`config.mk`:
```
export PLATFORM = sky130hd
export DESIGN_NAME = fifo_stream_reader
export DESIGN_NICKNAME = d
export VERILOG_FILES = /design/src/rtl/fifo_stream_reader.sv
export SDC_FILE = /design/constraint.sdc
export NUM_CORES = 1
export LEC_CHECK = 0
export CAP_MARGIN = 15
export CORE_MARGIN = 1
export CORE_UTILIZATION = 46
export CTS_BUF_LIST = sky130_fd_sc_hd__clkbuf_4 sky130_fd_sc_hd__clkbuf_8
export CTS_CLUSTER_SIZE = 24
export DETAILED_ROUTE_END_ITERATION = 16
export PLACE_DENSITY_LB_ADDON = 0.05
export SLEW_MARGIN = 20
export SYNTH_ARGS = -nofsm -noshare
export SYNTH_HDL_FRONTEND = slang
export SYNTH_SLANG_ARGS = --single-unit
```
`constraint.sdc`:
```
create_clock -name clk -period 3.3 [get_ports clk]
set_input_delay 0.66 -clock clk [delete_from_list [all_inputs] [get_ports clk]]
set_output_delay 0.66 -clock clk [all_outputs]
set_load 0.01 [all_outputs]
```
`src/rtl/fifo_stream_reader.sv`:
```
// fifo_stream_reader: drains a synchronous FIFO (rd/empty/dout) into a valid/ready stream with m_last framing.
// Latency: fifo_rd in cycle N, fifo_dout in N+1, m_valid in N+2; one word per cycle under continuous m_ready.
// Backpressure: with m_ready low at most two words are fetched into the buffer, then fifo_rd stays low.
// Optional feature macro: FIFO_STREAM_READER_STATS_EN adds word_cnt/pkt_cnt outputs.
module fifo_stream_reader #(
   parameter int width   = 8,
   parameter int pkt_len = 4
) (
   input  logic             clk,
   input  logic             rst,
   input  logic             en,
   input  logic             fifo_empty,
   input  logic [width-1:0] fifo_dout,
   output logic             fifo_rd,
   output logic             m_valid,
   output logic [width-1:0] m_data,
   output logic             m_last,
   input  logic             m_ready
`ifdef FIFO_STREAM_READER_STATS_EN
   ,
   output logic [31:0]      word_cnt,
   output logic [31:0]      pkt_cnt
`endif
);

   // beat counter needs at least one bit even for single-word packets
   localparam int bw = (pkt_len > 1) ? $clog2(pkt_len) : 1;
   localparam logic [bw-1:0] beat_max = bw'(pkt_len - 1);

   logic             pending;
   logic [1:0]       count;
   logic             head;
   logic             tail;
   logic [width-1:0] buf_q [2];
   logic [bw-1:0]    beat;
   logic             pop;
   logic [1:0]       occ_after_pop;

   // read request: only when the buffer can absorb the word returning next cycle
   always_comb begin
      pop           = m_valid && m_ready;
      occ_after_pop = count + {1'b0, pending} - {1'b0, pop};
      fifo_rd       = !rst && en && !fifo_empty && (occ_after_pop < 2'd2);
   end

   // outputs come straight from buffer registers; head selects the oldest word
   assign m_valid = (count != 2'd0);
   assign m_data  = buf_q[head];
   assign m_last  = m_valid && (beat == beat_max);

   // buffer, occupancy, in-flight flag and packet beat tracking
   always_ff @(posedge clk) begin
      if (rst) begin
         pending  <= 1'b0;
         count    <= 2'd0;
         head     <= 1'b0;
         tail     <= 1'b0;
         beat     <= '0;
         buf_q[0] <= '0;
         buf_q[1] <= '0;
      end else begin
         pending <= fifo_rd;
         count   <= occ_after_pop + {1'b0, pending} - {1'b0, pending} ;
         if (pending) begin
            buf_q[tail] <= fifo_dout;
            tail        <= ~tail;
         end
         if (pop) begin
            head <= ~head;
            beat <= (beat == beat_max) ? '0 : beat + 1'b1;
         end
      end
   end

`ifdef FIFO_STREAM_READER_STATS_EN
   // delivered word and packet counters, free-running with 32-bit wrap
   always_ff @(posedge clk) begin
      if (rst) begin
         word_cnt <= '0;
         pkt_cnt  <= '0;
      end else if (pop) begin
         word_cnt <= word_cnt + 32'd1;
         if (m_last) begin
            pkt_cnt <= pkt_cnt + 32'd1;
         end
      end
   end
`endif

endmodule

```
==> summary.md, run 1 <==
| Metric | Value |
|---|---|
| Status | `finished, final reports clean` |
| Syn_area_per_cell | `about 12 sq um` |
| Most common cell after layout, fill and taps aside | `clkdlybuf4s50_1` |
| Max-slew violation count | `0` |
| Static Leakage | `between 0.0005 and 0.0006 uW` |
| Clock Sink Count | `24` |
| Drt first pass iters | `4` |
| Final setup vio count | `0` |
| Drt via density | `between 4 and 5` |
| Worst-path clk slew | `about 0.12 ns` |
| Yosys cell types | `19` |
| Commonest cells after routing, fill and taps aside | `22 x clkdlybuf4s50_1, 19 x nor2_1, 16 x edfxtp_1` |
| Warnings, synthesis | `0` |
| Setup ws final | `0.3949 ns` |
| Layout Skew | `0.008656 ns` |
| Port bufs | `23` |
| Routed wire per std cell | `12.30 um` |
| Clock buffer depth | `2` |
| Power per cell area | `approximately 580 nW/um^2` |
| Worst R2R Start | `count[1]` |
| HP Start | `beat[1]` |
| Post-route ant nets | `0` |
| Vias in the first global route | `730` |
| Hold Violations, Final | `0` |
| CTS H-Tree Depth | `1` |
| DR iter-0 viols | `6` |
| Cell area after synthesis | `between 1000 and 1500 sq um` |
| Postcts setup bufs | `0` |
| Die Span X | `roughly 50 um` |
| Post-detail-place hpwl | `between 1000 and 1500 um` |
| Area Overhead vs Synth | `28.41%` |
| Slew headroom | `between 70% and 80%` |
| Post-synthesis sequential area ratio | `57.27%` |
| Final non-filler cell area | `roughly 1400 sq um` |
| WL final | `between 1500 and 2000 um` |
| DP Worst Slack | `0.07828 ns` |
| Total of max-cap violations | `0` |
| Largest net degree at the start of global routing | `20` |
| Post-CTS Hold Buffers | `0` |
| RD Place Congestion | `0.6666` |
| Hold path depth | `2` |
| Clock root cell | `clkbuf_4` |
| Latest clock arrival within the worst-skew pair | `a little over 0.3 ns` |
| # resized after CTS | `0` |
| Antenna violations before repair | `0` |
| Hold path endpoint | `beat[1]` |
| Nets | `approximately 140` |
| Antenna cells | `0` |
| Hold crit path type | `reg2reg` |
| FF-to-FF End | `pending` |
| CP arrival | `approximately 2.3 ns` |
| Worst setup path class | `in2out` |
| Post-synth ARST share | `0%` |
| Global-route wire length before repair | `roughly 3100 um` |
| Initial core utilization | `approximately 50%` |
| Die area | `~2600 sq um` |
| Yosys top cell by area | `edfxtp_1` |
| Die Height | `between 50 and 60 um` |
| Total vias in the final route | `about 720` |
| Min cycle time layout | `slightly below 3 ns` |
| CTS tree | `yes` |
| Mapped Nets | `109` |
| Crit Path Max Fanout | `2` |
| Period Utilization, post-route | `88.03%` |
| Fmax achieved | `between 300 and 400 MHz` |
| EDFF count, synth | `16` |
| Primary FF master, synth | `edfxtp_1` |
| Placed cells | `141` |
| CTS Buf Count | `3` |
| CP startpoint kind | `primary input` |
| Worst endpoint required time | `between 2 and 3 ns` |
| Reg-to-reg slack, setup | `roughly 1.8 ns` |
| Core box area | `2255 sq um` |
| Unrepaired setup endpoints after global routing | `false` |
| R2R depth | `6` |
| Congestion Overflow GR | `0` |
| Fraction of layout cells with a size suffix above 1 | `around 15%` |
| Row count | `17` |
| Mapped Cells | `slightly above 90` |
| Area after DPL | `~1400 sq um` |
| Top area cells in the synthesized netlist | `edfxtp_1 43%, dfxtp_1 14%, mux2_2 11%` |
| Top cell type's share of synthesized area | `between 40% and 50%` |
| Worst vdd ir | `between 0.0003 and 0.0004 V` |
| Worst setup EP type | `primary output` |
| Tightest Pin Transition | `between 0.4 and 0.5 ns` |
| Setup TNS | `0 ns` |
| Top-level I/O count | `24` |
| #FFs+latches synth | `24` |
| Final std cells w/o fill | `around 150` |
| DRC Markers | `0` |
| Total track usage | `between 10% and 20%` |
sequential cells by signal, summed over array words and instances (netlist names), named ones only:
signal   flops
beat         2
buf_q       16
count        2
head         1
pending      1
tail         1
final cells by class:
class | count | area [sq um]
clock buffer | 3 | 22.52
fill | 192 | 818.3
timing repair buffer | 25 | 247.7
tap | 28 | 35.03
sequential | 24 | 640.6
multi-input combinational | 62 | 452.9
clock inverter | 1 | 30.03
inverter | 2 | 7.507
logic make-up after synthesis:
kind of cell | after synthesis | synth area share (%)
adder cells (fa/ha/maj) | 4 | 4.474
flip-flops | 24 | 57.27
buffers and inverters | 6 | 2.238
XOR/XNOR | 2 | 4.027
AO/OA/AOI/OAI | 2 | 1.118
AND/OR/NAND/NOR | 42 | 18.90
multiplexers | 12 | 11.97
per-layer routing:
| layer | vias to the layer above | global-route usage, % | wire, um |
|---|---|---|---|
| met5 | - | 0 | 0 |
| met4 | 0 | 7.658 | 13 |
| met3 | 2 | 4.167 | 73 |
| met2 | 16 | 30.48 | 981 |
| met1 | 342 | 17.75 | 715 |
| li1 | 362 | - | - |
power by group:
part	internal, uW	switching [uW]
Combinational	156	84.0
Sequential	359	28.6
Clock	123	84.9
metrics by stage:
step                power, uW  hold slack (ns)  utilization [%]
finish                  835.2           0.4911            63.71
global route            881.9           0.5338            63.71
CTS                     846.4           0.4991            63.60
detailed placement      639.6           0.4789            61.27
global placement        630.0           0.4650            61.27
floorplan               537.6           0.4526                -
critical path: stages:
cell,delay (ns)
clkdlybuf4s50_1,0.45
o21a_1,0.14
ha_1,0.23
inv_1,0.07
ha_1,0.14
xnor3_1,0.21
and3_1,0.17
dlymetal6s2s_1,0.16
synthesized netlist by cell type, types with 2 or more instances:
| library cell | number |
|---|---|
| and3_1 | 2 |
| nor2b_1 | 3 |
| dfxtp_1 | 8 |
| nor2_1 | 19 |
| xnor3_1 | 2 |
| mux2_2 | 11 |
| inv_1 | 2 |
| ha_1 | 4 |
| edfxtp_1 | 16 |
| clkbuf_1 | 2 |
| buf_2 | 2 |
| nand2b_1 | 14 |
how the worst max path moves through the flow:
stage                 start  endpoint  slack [ns]  cells after the start
floorplan           m_ready   fifo_rd        0.92                      6
CTS                 m_ready   fifo_rd        0.07                      8
finish              m_ready   fifo_rd        0.39                      8
global placement    m_ready   fifo_rd        0.11                      8
detailed placement  m_ready   fifo_rd        0.08                      8
global route        m_ready   fifo_rd        0.27                      8
Power figures use the tool's default switching activity.
==> inputs of run 2 (changes only) <==
GPL_ROUTABILITY_DRIVEN = 0   (was default)
==> results of run 2 <==
Same layout as run 1: the final DEF is identical, and so are final timing and power.
